<file path="config.mk">
export PLATFORM = sky130hd
export DESIGN_NAME = xbar_return_arbiter
export DESIGN_NICKNAME = d
export VERILOG_FILES = /design/src/rtl/xbar_return_arbiter.sv
export SDC_FILE = /design/constraint.sdc
export NUM_CORES = 1
export LEC_CHECK = 0
export ABC_CLOCK_PERIOD_IN_PS = 1650
export BUFFER_PORTS_ARGS = -buffer_cell sky130_fd_sc_hd__buf_2
export CORE_AREA = 2 2 39 41
export CTS_CLUSTER_SIZE = 28
export DETAILED_ROUTE_END_ITERATION = 10
export DIE_AREA = 0 0 41 43
export PLACE_DENSITY = 0.44
export SLEW_MARGIN = 20
export SYNTH_ARGS = -nofsm -noshare
export SYNTH_HDL_FRONTEND = slang
export SYNTH_SLANG_ARGS = --single-unit
</file>
<file path="constraint.sdc">
create_clock -name ACLK -period 1.65 [get_ports ACLK]
set_input_delay 0.33 -clock ACLK [delete_from_list [all_inputs] [get_ports ACLK]]
set_output_delay 0.33 -clock ACLK [all_outputs]
set_load 0.03 [all_outputs]
</file>
<file path="src/rtl/xbar_return_arbiter.sv">
// Return-path arbiter for one crossbar master: round-robin selection among slave
// return FIFOs whose head targets this master, with optional burst lock until RLAST.
module xbar_return_arbiter #(
  parameter int masters            = 2,
  parameter int slaves             = 2,
  parameter int i_am_master_number = 0,
  parameter int LOCK_ON_LAST       = 1,
  localparam int MW = $clog2(masters),
  localparam int SW = $clog2(slaves)
) (
  input  logic          ACLK,
  input  logic          ARESETn,
  input  logic          slave_fifo_empty  [0:slaves-1],
  input  logic [MW-1:0] slave_dest_master [0:slaves-1],
  input  logic          slave_front_last  [0:slaves-1],
  input  logic          master_fifo_full,
  output logic [SW-1:0] grant_slave_number,
  output logic          grant_valid,
  output logic          push_to_fifo,
  output logic          locked
);

  typedef enum logic {ST_IDLE, ST_LOCKED} state_t;

  state_t          r_state, w_state_next;
  logic [SW-1:0]   r_rr_ptr, w_rr_ptr_next;
  logic [SW-1:0]   r_lock_slave, w_lock_slave_next;
  logic [slaves-1:0] w_req;
  logic [SW-1:0]   w_cand [slaves];
  logic [SW-1:0]   w_rr_pick;
  logic [SW-1:0]   w_grant;
  logic            w_grant_valid;
  logic            w_xfer;
  logic            w_last;

  genvar gi;
  generate
    for (gi = 0; gi < slaves; gi++) begin : g_slave
      logic [SW:0] w_sum;
      assign w_req[gi] = ~slave_fifo_empty[gi] &
                         (slave_dest_master[gi] == MW'(i_am_master_number));
      // Candidate gi is offset gi+1 past rr_ptr; the extra bit keeps the wrap exact
      // for non-power-of-2 slave counts.
      assign w_sum       = {1'b0, r_rr_ptr} + (SW+1)'(gi + 1);
      assign w_cand[gi]  = (w_sum >= (SW+1)'(slaves)) ? SW'(w_sum - (SW+1)'(slaves))
                                                      : SW'(w_sum);
    end
  endgenerate

  // Walk candidates from farthest to nearest so the nearest requester wins.
  always_comb begin
    w_rr_pick = r_rr_ptr;
    for (int k = slaves - 1; k >= 0; k--) begin
      if (w_req[w_cand[k]]) w_rr_pick = w_cand[k];
    end
  end

  always_comb begin
    w_grant           = w_rr_pick;
    w_grant_valid     = |w_req;
    w_state_next      = r_state;
    w_rr_ptr_next     = r_rr_ptr;
    w_lock_slave_next = r_lock_slave;
    if (r_state == ST_LOCKED) begin
      w_grant       = r_lock_slave;
      w_grant_valid = w_req[r_lock_slave];
    end
    w_xfer = w_grant_valid & ~master_fifo_full;
    w_last = slave_front_last[w_grant];
    if (w_xfer) begin
      if (r_state == ST_LOCKED) begin
        if (w_last) begin
          w_state_next  = ST_IDLE;
          w_rr_ptr_next = r_lock_slave;
        end
      end else if ((LOCK_ON_LAST != 0) && !w_last) begin
        // First beat of a multi-beat burst: hold this slave, defer the pointer.
        w_state_next      = ST_LOCKED;
        w_lock_slave_next = w_grant;
      end else begin
        w_rr_ptr_next = w_grant;
      end
    end
  end

  always_ff @(posedge ACLK) begin
    if (!ARESETn) begin
      r_state      <= ST_IDLE;
      r_rr_ptr     <= SW'(slaves - 1);
      r_lock_slave <= '0;
    end else begin
      r_state      <= w_state_next;
      r_rr_ptr     <= w_rr_ptr_next;
      r_lock_slave <= w_lock_slave_next;
    end
  end

  assign grant_slave_number = ARESETn ? w_grant : '0;
  assign grant_valid        = ARESETn & w_grant_valid;
  assign push_to_fifo       = ARESETn & w_xfer;
  assign locked             = ARESETn & (r_state == ST_LOCKED);

endmodule

</file>
# [After elaboration in Yosys (flattened, before gate mapping)]
# Index checks and enable logic that the tools add are counted.
# W data, S select, Z words.
[op_classes] n_addsub=4 n_lt_le_gt_ge=6 muxes=20 bitwise=14 reduce_logical=3
[ops] op="$mux W1" n=20
[ops] op="$not A1 Y1" n=7
[ops] op="$and A1 B1 Y1" n=6
[ops] op="$ge A2 B2 Y1 const B" n=3
[ops] op="$lt A1 B2 Y1 const B" n=3
[ops] op="$reduce_and A3 Y1" n=1
[ops] op="$add A1 B1 Y2 const B" n=1
[ops] op="$add A1 B2 Y2 const B" n=1
[ops] op="$not A1 Y2" n=1
[ops] op="$reduce_and A2 Y1" n=1
[ops] op="$reduce_or A2 Y1" n=1
[ops] op="$sub A1 B1 Y1 const B" n=2
[totals] reg_bits=3 inputBits=9 out_inout_bits=4 elab_cells=50

# [Depth between registers and ports, before layout]
# Gate-level depths: netlist of run 1.
[depth] word_depth=14 depth_mapped=5 ltp_nobuf=4

# [Worst setup path before layout of run 1]
# No wires, ideal clock.
[synth_path] path_kind="register -> output" start="register r_state" end="output port grant_slave_number" t_arrival_ns=1.480 path_slack_ns=-0.160 path_stages_with_launch=5 path_buffers=1 path_cell_list="dfxtp_1 > buf_6 > or4_4 > o311a_4 > nor2_1"
[synth_via] elab_chain_len=2
[synth_lines] element="from (decl)" line_no="25" text="state_t r_state, w_state_next;"
[synth_lines] element="from (signal assigned)" line_no="92" text="r_state <= w_state_next;"
[synth_lines] element="$mux W1" line_no="64" text="if (r_state == ST_LOCKED) begin"
[synth_lines] element="$mux W1" line_no="98" text="assign grant_slave_number = ARESETn ? w_grant : '0;"
[synth_lines] element="to (decl)" line_no="17" text="output logic [SW-1:0] grant_slave_number,"
# No other way between the ends.

# [Final worst setup path of run 1]
[layout_path] start="register r_lock_slave" end="output port push_to_fifo"
[layout_via] elab_chain_len=5
[layout_lines] element="from (decl)" line_no="27" text="logic [SW-1:0] r_lock_slave, w_lock_slave_next;"
[layout_lines] element="from (signal assigned)" line_no="94" text="r_lock_slave <= w_lock_slave_next;"
[layout_lines] element="$mux W1 (not written as such) (2 in series)" line_no="66" text="w_grant_valid = w_req[r_lock_slave];"
[layout_lines] element="$mux W1" line_no="64"
[layout_lines] element="$and A1 B1 Y1" line_no="68" text="w_xfer = w_grant_valid & ~master_fifo_full;"
[layout_lines] element="$and A1 B1 Y1" line_no="100" text="assign push_to_fifo = ARESETn & w_xfer;"
[layout_lines] element="to (decl)" line_no="19" text="output logic push_to_fifo,"
# No other way between the ends. The select of a mux whose other input is x is not followed.

==> impl_results.md, run 1 <==
* Status: complete, but fails checks
* Violated checks: setup timing
* Layout Nets at 64
* Yosys cell types at 21
* Maximum fanout along the worst path at 4
* Clk_skew at 0.00504 ns
* DRT Wirelength at 768 um
* Iteration-0 DRC Markers at 6
* Startpoint types: flop
* Top cell type's share of synthesized area at 22.7%
* Synth area leaders: dfxtp_1 (23%), o311a_4 (8.1%), inv_1 (5.7%)
* RSZ-0062 raised after global routing: true
* Placer Congestion at 0.768
* Core footprint at 0.00138 sq mm
* Final period utilization at 112%
* Avg Cell Area, Syn at 8.25 sq um
* Largest net degree at the start of global routing at 9
* Cell accounting for the most synthesized area: dfxtp_1
* Clock root buffer: clkbuf_4
* Ys Warns at 0
* Syn Std Cell Area at 264 sq um
* Vias in the first global route at 346
* Hpwl dp at 596 um
* First-pass GRT wire length at 1370 um
* Initial antenna violation count at 0
* Min Tclk post-route at 1.85 ns
* TritonCTS clock tree: built
* Routed length per instance at 11.0 um
* LEAKAGE at 0.215 nW
* Clock Path Buffers at 2
* Final hold vios at 0
* Rel. slew slack at 68.5%
* GRT Total Usage at 11.5%
* Die area at 0.00176 sq mm
* # diodes at 0
* PD cells at 711 mW/mm^2
* IO buf count at 12
* Seq/Total Area, Yosys at 22.7%
* Largest family of logic cells by synthesized area: compound AO/OA/AOI/OAI gates
* CP required at 1.32 ns
* Via count at 344
* Die X at 41 um
* Mux cell area share after synthesis at 3.79%
* Mapped Cells at 32
* Adder-cell share of the synthesized area at 0%
* Worst-Skew Late Latency at 0.23 ns
* Power Total at 0.000327 W
* I/O Pins at 13
* CTS buffer count at 3
* Critical Path End Type: output port
* Htree depth at 1
* FMAX at 0.542 GHz
* Final slew viol count at 0
* Routed Antenna Nets at 0
* Setup ws final at -0.196 ns
* Postcts setup bufs at 0
* Crit Path Category: flop to output port
* Setup Viol. Count Final at 3
* Initial Util at 19.1%
* Vias per Instance at 4.91
* Critical Path Source: r_lock_slave
* Share of cells above drive strength 1 at 57.4%
* Die height at 43 um
* Worst hold path class: input port to flop
* Post-Synth XOR/XNOR Area at 0%
* Max cap viols at 0
* CP Data Arrival Time at 1.52 ns
* Hold path startpoint: slave_front_last[0]
* Fin util at 33.2%
* Reg2reg setup slack at 0.19 ns
* Post-Synth Simple-Gate Area at 24.6%
* DRT Pass-1 Iters at 2
* CTS clk-pin slew, worst paths at 0.04 ns
* Worst Max-Slew Pin Slew at 0.466 ns
* Post-synthesis register bit count at 3
* Clk sink count at 3
* Global route overflow at 0
* Post-synthesis compound-gate area fraction at 38.9%
* # DRC at 0
* Area Overhead vs Synth at 73.9%
* Net Count, Synth at 41
* Max IR drop VDD at 0.344 mV
* Site Rows at 14
* Reg-to-reg startpoint: r_lock_slave
logic make-up after synthesis:
family | Yosys count
DFF | 3
and+or+nand+nor | 11
AOI/OAI and AO/OA | 12
muxes | 1
buffers and inverters | 5
worst max-delay path, cell delays in order, from the launching register on:
cell and delay, ns:
dfxtp_2 0.34, or3b_4 0.39, a31o_4 0.26, nor3_4 0.14, buf_6 0.16
synth_stat cells:
library cell	count
inv_1	4
nor2_1	4
dfxtp_1	3
a31oi_1	2
nand2_1	2
o21ai_0	2
a21oi_1	1
a311o_1	1
a31o_2	1
buf_6	1
mux2i_1	1
nor3_2	1
nor4_1	1
o22a_1	1
o2bb2ai_1	1
o311a_4	1
o311ai_0	1
o41ai_1	1
or3_1	1
or3b_1	1
or4_4	1
sequential cells by signal (all words and copies together), names as in the netlist:
| signal | cells |
|---|---|
| r_rr_ptr | 1 |
| r_state | 1 |
| r_lock_slave | 1 |
worst paths after layout:
check / end / depth (start not counted)
worst min-delay path: r_rr_ptr / 2
worst min register to register: r_lock_slave / 3
worst max register to register: r_rr_ptr / 4
worst max-delay path: push_to_fifo / 4
cell usage in the layout (no fill, tap or decap), types with 2 or more instances in the layout:
master    instances
inv_1             4
buf_6             2
buf_4             8
nor2_1            3
o21ai_0           2
buf_2             9
nand2_1           2
a31oi_1           2
dfxtp_2           2
clkbuf_4          3
metal layers:
| metal | vias to the layer above | share of wire, % | global-route usage (%) |
|---|---|---|---|
| li1 | 172 | - | - |
| met1 | 166 | 40 | 12.2 |
| met2 | 6 | 56 | 17.5 |
| met3 | 0 | 3.9 | 6.81 |
| met4 | 0 | 0 | 5.33 |
| met5 | - | 0 | 0 |
area by class of cell:
type / instances / area, sq um
Fill cell: 156 / 925
Clock buffer: 4 / 26.3
Tap cell: 16 / 20.0
Multi-Input combinational cell: 24 / 208
Timing Repair Buffer: 19 / 128
Sequential cell: 3 / 62.6
Inverter: 4 / 15.0
metrics by stage:
stage	std cells	cell area [sq um]	hold slack (ns)	TNS, ns	worst slack, ns
floorplan	32	267	0.469	-0.151	-0.0693
global placement	66	388	0.618	-0.208	-0.128
detailed placement	66	388	0.611	-0.213	-0.136
CTS	70	459	0.385	-0.470	-0.195
global route	70	459	0.396	-0.646	-0.260
finish	70	459	0.395	-0.439	-0.196
power by group:
part           switching (W)  internal (W)   total, W
clock              0.0000378     0.0000905   0.000128
sequential        0.00000369     0.0000786  0.0000823
combinational      0.0000570     0.0000591   0.000116
total              0.0000985      0.000228   0.000327
timing repair:
action / CTS / global route
setup endpoints to repair: 3 / 3
hold buffers: 0 / 0
pin swaps: 3 / 2
gates cloned: 0 / 0
resized for setup: 12 / 0
No activity file was read; power rests on OpenSTA's default activity.
==> run 2, diff against run 1 <==
--- a/config.mk
+++ b/config.mk
@@ -12,6 +12,7 @@
 export DETAILED_ROUTE_END_ITERATION = 10
 export DIE_AREA = 0 0 41 43
 export PLACE_DENSITY = 0.44
+export SKIP_CTS_REPAIR_TIMING = 1
 export SLEW_MARGIN = 20
 export SYNTH_ARGS = -nofsm -noshare
 export SYNTH_HDL_FRONTEND = slang
==> run 2 against run 1 <==
  * The run still ends with setup timing left
  * Hold slack got worse by 0.0024 ns
  * Highest routed layer unchanged
  * Flip-flop and latch count stayed put
  * Register-to-register slack lost 0.02 ns
  * Die area did not move
  * Combinational power is 4% lower
  * Count of clock-buffer cells in the layout is the same
  * First-iteration DRC count down 33%
  * Routed wire length shrank 4.2%
==> impl_results.md, run 2 (synthesis gave the netlist of run 1 again) <==
* CP max-delay cell: or3_1
* Setup Viol. Count Final at 3 (unchanged)
* Bufs and invs on worst path at 1 (unchanged)
* Core footprint at 0.00138 sq mm (unchanged)
* Placed Instances at 66 (unchanged)
* LEAKAGE at 0.212 nW (-1.4%)
* IO buf count at 12 (unchanged)
* CTS clk-pin slew, worst paths at 0.04 ns (about the same)
* Htree depth at 1 (unchanged)
* Layout Nets at 64 (unchanged)
* Combinational power share at 34.6% (-0.9 points)
* Max cap viols at 0 (unchanged)
* CP Data Arrival Time at 1.58 ns (+0.06 ns)
* Die X at 41 um (unchanged)
* # diodes at 0 (unchanged)
* Die area at 0.00176 sq mm (unchanged)
* Site Rows at 14 (unchanged)
* Placer Congestion at 0.768 (unchanged)
* Share of cells above drive strength 1 at 53.7% (-3.7 points)
* TritonCTS clock tree: built
* Area Overhead vs Synth at 69.7%
* Largest registers: r_lock_slave: 1 flops, r_rr_ptr: 1 flops, r_state: 1 flops
* Final period utilization at 116% (+4.1 points)
* Flop pwr share at 25.5% (+0.3 points)
* Setup_tns at -0.548 ns (-0.109 ns)
* Routed length per instance at 10.5 um (-4.2%)
* Hpwl dp at 596 um (unchanged)
* CP required at 1.32 ns (about the same)
* GRT Total Usage at 10.2% (-1.3 points)
* Clock Path Buffers at 2 (unchanged)
* Final hold vios at 0 (unchanged)
* Largest net degree at the start of global routing at 9 (unchanged)
* Final slew viol count at 0 (unchanged)
* Via count at 331 (-3.8%)
* FMAX at 0.523 GHz (-3.5%)
* Top routing layer in use: met3
* Hold slack at 0.393 ns (-0.00240 ns)
* WL met2 at 423 um (-1.9%)
* Min Tclk post-route at 1.91 ns (+0.0673 ns)
* Startpoint types: flop
* Rel. slew slack at 69.1% (+0.52 points)
* Met3 routed WL at 30 um (unchanged)
* Psw at 0.0000957 W (-2.8%)
* Clk sink count at 3 (unchanged)
* DRT Pass-1 Iters at 2 (unchanged)
* Initial Util at 19.1% (unchanged)
* # DRC at 0 (unchanged)
* Pint at 0.000226 W (-1.1%)
* Worst Max-Slew Pin Slew at 0.458 ns (-0.00771 ns)
* PD cells at 717 mW/mm^2 (+0.85%)
* I/O Pins at 13 (unchanged)
* RSZ-0062 raised after global routing: true
* Routed Antenna Nets at 0 (unchanged)
* Global route overflow at 0 (unchanged)
* Switching Fraction at 29.8% (-0.37 points)
* Maximum fanout along the worst path at 4 (unchanged)
* Vias in the first global route at 321 (-7.2%)
* WL met1 at 282 um (-7.8%)
* Die height at 43 um (unchanged)
* Commonest non-fill, non-tap cell in the layout: buf_2
* CP max stage delay at 0.41 ns (+0.02 ns)
* First-pass GRT wire length at 1190 um (-13%)
* Worst-Skew Late Latency at 0.23 ns (about the same)
* Clock network fraction of design power at 40.0% (+0.7 points)
* DRT Wirelength at 736 um (-4.2%)
* Critical Path End Type: output port
* Critical path's top delay family: simple AND/OR/NAND/NOR gates
* Most frequent cells in the layout: buf_2 (9), buf_4 (8), inv_1 (4)
* Clock root buffer: clkbuf_4
* Status: complete, but fails checks
* Worst path cell trace: or3_1 > a31o_4 > nor3_4 > buf_6
* Non-filler cells, final at 70 (unchanged)
* Initial antenna violation count at 0 (unchanged)
* CTS buffer count at 3 (unchanged)
* Setup ws final at -0.263 ns (-0.0673 ns)
* Iteration-0 DRC Markers at 4 (-2)
* Vias per Instance at 4.73 (-3.8%)
* Clk_skew at 0.00502 ns (-0.0000190 ns)
* Max IR drop VDD at 0.346 mV (+0.77%)
* Worst hold path class: input port to flop
* Violated checks: setup timing
* Crit Path Category: flop to output port
run 2: changes by cell type in the layout (fill, tap and decap cells not counted):
cell	previous run	this run
dfxtp_1	1	2
or3_1	0	1
nor2_4	1	0
dfxtp_2	2	1
nor2_2	0	1
or3_4	1	0
run 2: area by class of cell:
class / count / area, sq um
fillers: 158 / 936
multi-input cells: 24 / 198
repair buffers: 19 / 128
flip-flops and latches: 3 / 61.3
clock buffers: 4 / 26.3
well taps: 16 / 20.0
inverters: 4 / 15.0
run 2: routing by layer:
metal	vias up	GRT usage [%]
met2	6	15.9
met5	-	0
met4	0	4.00
li1	171	-
met1	154	10.5
met3	0	6.28
run 2: path summary, 6_finish.rpt:
kind | from | end | slack, ns | cells past startpoint
worst max register to register | r_rr_ptr | r_state | 0.17 | 5
worst max-delay path | r_lock_slave | push_to_fifo | -0.26 | 4
worst min-delay path | slave_front_last[0] | r_rr_ptr | 0.39 | 2
worst min register to register | r_lock_slave | r_lock_slave | 0.61 | 3
run 2: power by group through the flow:
stage,logic [W],clock network (W),registers [W]
2_1_floorplan,0.0000561,0,0.0000813
3_3_place_gp,0.0000992,0,0.0000828
3_5_place_dp,0.0000982,0,0.0000827
4_1_cts,0.0000986,0.000135,0.0000812
5_1_grt,0.000121,0.000141,0.0000828
6_report,0.000111,0.000128,0.0000819
run 2: through the flow:
stage | worst slack [ns] | power, W | area (sq um) | utilization, %
floorplan | -0.0693 | 0.000137 | 267 | -
global placement | -0.128 | 0.000182 | 388 | 28.0
detailed placement | -0.136 | 0.000181 | 388 | 28.0
CTS | -0.281 | 0.000315 | 414 | 29.9
global route | -0.325 | 0.000344 | 448 | 32.4
finish | -0.263 | 0.000321 | 448 | 32.4
==> run 3, diff against run 2 <==
--- a/config.mk
+++ b/config.mk
@@ -11,7 +11,7 @@
 export CTS_CLUSTER_SIZE = 28
 export DETAILED_ROUTE_END_ITERATION = 10
 export DIE_AREA = 0 0 41 43
-export PLACE_DENSITY = 0.44
+export PLACE_DENSITY = 0.41
 export SKIP_CTS_REPAIR_TIMING = 1
 export SLEW_MARGIN = 20
 export SYNTH_ARGS = -nofsm -noshare
==> run 3 against run 2 <==
  * The flow still finishes with violations (setup timing)
  * Hold slack lost 0.0016 ns
  * Die area unchanged
  * Utilization grew 2.3 points
  * Power is 2.8% higher
  * Final area up 7.0%
  * Largest power group unchanged
  * Fmax rose by 3.6%
  * Global-route usage is 0.61 points higher
==> impl_results.md, run 3 (synthesis gave the netlist of run 1 again) <==
* CP max-delay cell: or3b_4
* Layout Nets at 66 (+3.1%)
* LEAKAGE at 0.225 nW (+6.0%)
* CP max stage delay at 0.39 ns (-0.02 ns)
* CP required at 1.32 ns (about the same)
* Rel. slew slack at 65.4% (-3.6 points)
* Bufs and invs on worst path at 1 (unchanged)
* Die area at 0.00176 sq mm (unchanged)
* DP Area at 395 sq um (+1.9%)
* # DRC at 0 (unchanged)
* Clk sink count at 3 (unchanged)
* Core footprint at 0.00138 sq mm (unchanged)
* Setup Viol. Count Final at 3 (unchanged)
* Final slew viol count at 0 (unchanged)
* Max IR drop VDD at 0.204 mV (-41%)
* Vias in the first global route at 316 (-1.6%)
* I/O Pins at 13 (unchanged)
* Site Rows at 14 (unchanged)
* Initial antenna violation count at 0 (unchanged)
* Via count at 343 (+3.6%)
* Iteration-0 DRC Markers at 13 (+9)
* Startpoint types: flop
* DRT Wirelength at 859 um (+17%)
* PD cells at 689 mW/mm^2 (-3.9%)
* # diodes at 0 (unchanged)
* Setup_tns at -0.446 ns (+0.102 ns)
* Setup ws final at -0.197 ns (+0.0666 ns)
* TritonCTS clock tree: built
* Critical path's top delay family: simple AND/OR/NAND/NOR gates
* Worst path cell trace: or3b_4 > a31o_4 > nor3_4 > buf_6
* Clock Path Buffers at 2 (unchanged)
* FMAX at 0.541 GHz (+3.6%)
* First-pass GRT wire length at 1280 um (+7.0%)
* Global route overflow at 0 (unchanged)
* Min Tclk post-route at 1.85 ns (-0.0666 ns)
* Final hold vios at 0 (unchanged)
* IO buf count at 12 (unchanged)
* Hold slack at 0.391 ns (-0.00162 ns)
* Final period utilization at 112% (-4.0 points)
* Worst hold path class: input port to flop
* CTS clk-pin slew, worst paths at 0.04 ns (about the same)
* DRT Pass-1 Iters at 4 (+2)
* Die X at 41 um (unchanged)
* Clk_skew at 0.00214 ns (-0.00288 ns)
* Area Overhead vs Synth at 81.5%
* GRT Total Usage at 10.8% (+0.61 points)
* Critical Path End Type: output port
* CTS buffer count at 3 (unchanged)
* Routed Antenna Nets at 0 (unchanged)
* Maximum fanout along the worst path at 3 (-1)
* Share of cells above drive strength 1 at 58.9% (+5.2 points)
* Routed length per instance at 11.9 um (+13%)
* Crit Path Category: flop to output port
* Htree depth at 1 (unchanged)
* RSZ-0062 raised after global routing: true
* Hpwl dp at 606 um (+1.6%)
* Worst Max-Slew Pin Slew at 0.512 ns (+0.0537 ns)
* Clock root buffer: clkbuf_4
* Max cap viols at 0 (unchanged)
* Post-route cell area at 479 sq um (+7.0%)
* Placer Congestion at 0.747 (-2.6%)
* Largest net degree at the start of global routing at 9 (unchanged)
* CP Data Arrival Time at 1.52 ns (-0.06 ns)
* Die height at 43 um (unchanged)
* Status: complete, but fails checks
* Worst-Skew Late Latency at 0.23 ns (about the same)
* Violated checks: setup timing
* Most frequent cells in the layout: buf_2 (9), buf_4 (9), inv_1 (4)
* Vias per Instance at 4.76 (+0.75%)
* Largest registers: r_lock_slave: 1 flops, r_rr_ptr: 1 flops, r_state: 1 flops
* Initial Util at 19.1% (unchanged)
## run 3: changes by cell type in the layout (fill, tap and decap cells not counted), sizes merged
| cell | delta |
|---|---|
| buf | +2 |
## run 3: metal layers
layer  part of all wire (%)  GRT usage [%]
met1                     46           15.1
met2                     46           13.4
met3                    7.8           4.71
met4                      0           6.00
met5                      0              0
## run 3: report_power, final
| part | total, W | switching, W | internal, W |
|---|---|---|---|
| Clock | 0.000126 | 0.0000352 | 0.0000905 |
| Combinational | 0.000124 | 0.0000609 | 0.0000627 |
| Sequential | 0.0000810 | 0.00000286 | 0.0000782 |
## run 3: worst register-to-register path, cell delays in order, from the launching register on
cell	delay, ns
dfxtp_1	0.30
or4_4	0.54
o311a_4	0.15
buf_4	0.14
o21ai_0	0.17
a311o_1	0.14
## run 3: final cells by class
cell class,count,area [sq um]
flip-flops and latches,3,61.3
inverters,4,15.0
repair buffers,21,146
fillers,158,905
well taps,16,20.0
multi-input cells,24,210
clock buffers,4,26.3
## run 3: worst paths after layout
check        cells after the start  slack (ns)            to                start
max reg2reg                      5        0.15      r_rr_ptr             r_rr_ptr
min                              2        0.39      r_rr_ptr  slave_front_last[0]
min reg2reg                      3        0.66       r_state              r_state
max                              4       -0.20  push_to_fifo         r_lock_slave
## run 3: stage by stage
step / instances / setup slack [ns] / power (W) / utilization, %
global placement: 67 / -0.127 / 0.000184 / 28.6
floorplan: 32 / -0.0693 / 0.000137 / -
global route: 72 / -0.258 / 0.000354 / 34.6
detailed placement: 67 / -0.129 / 0.000182 / 28.6
CTS: 71 / -0.266 / 0.000312 / 30.5
finish: 72 / -0.197 / 0.000330 / 34.6
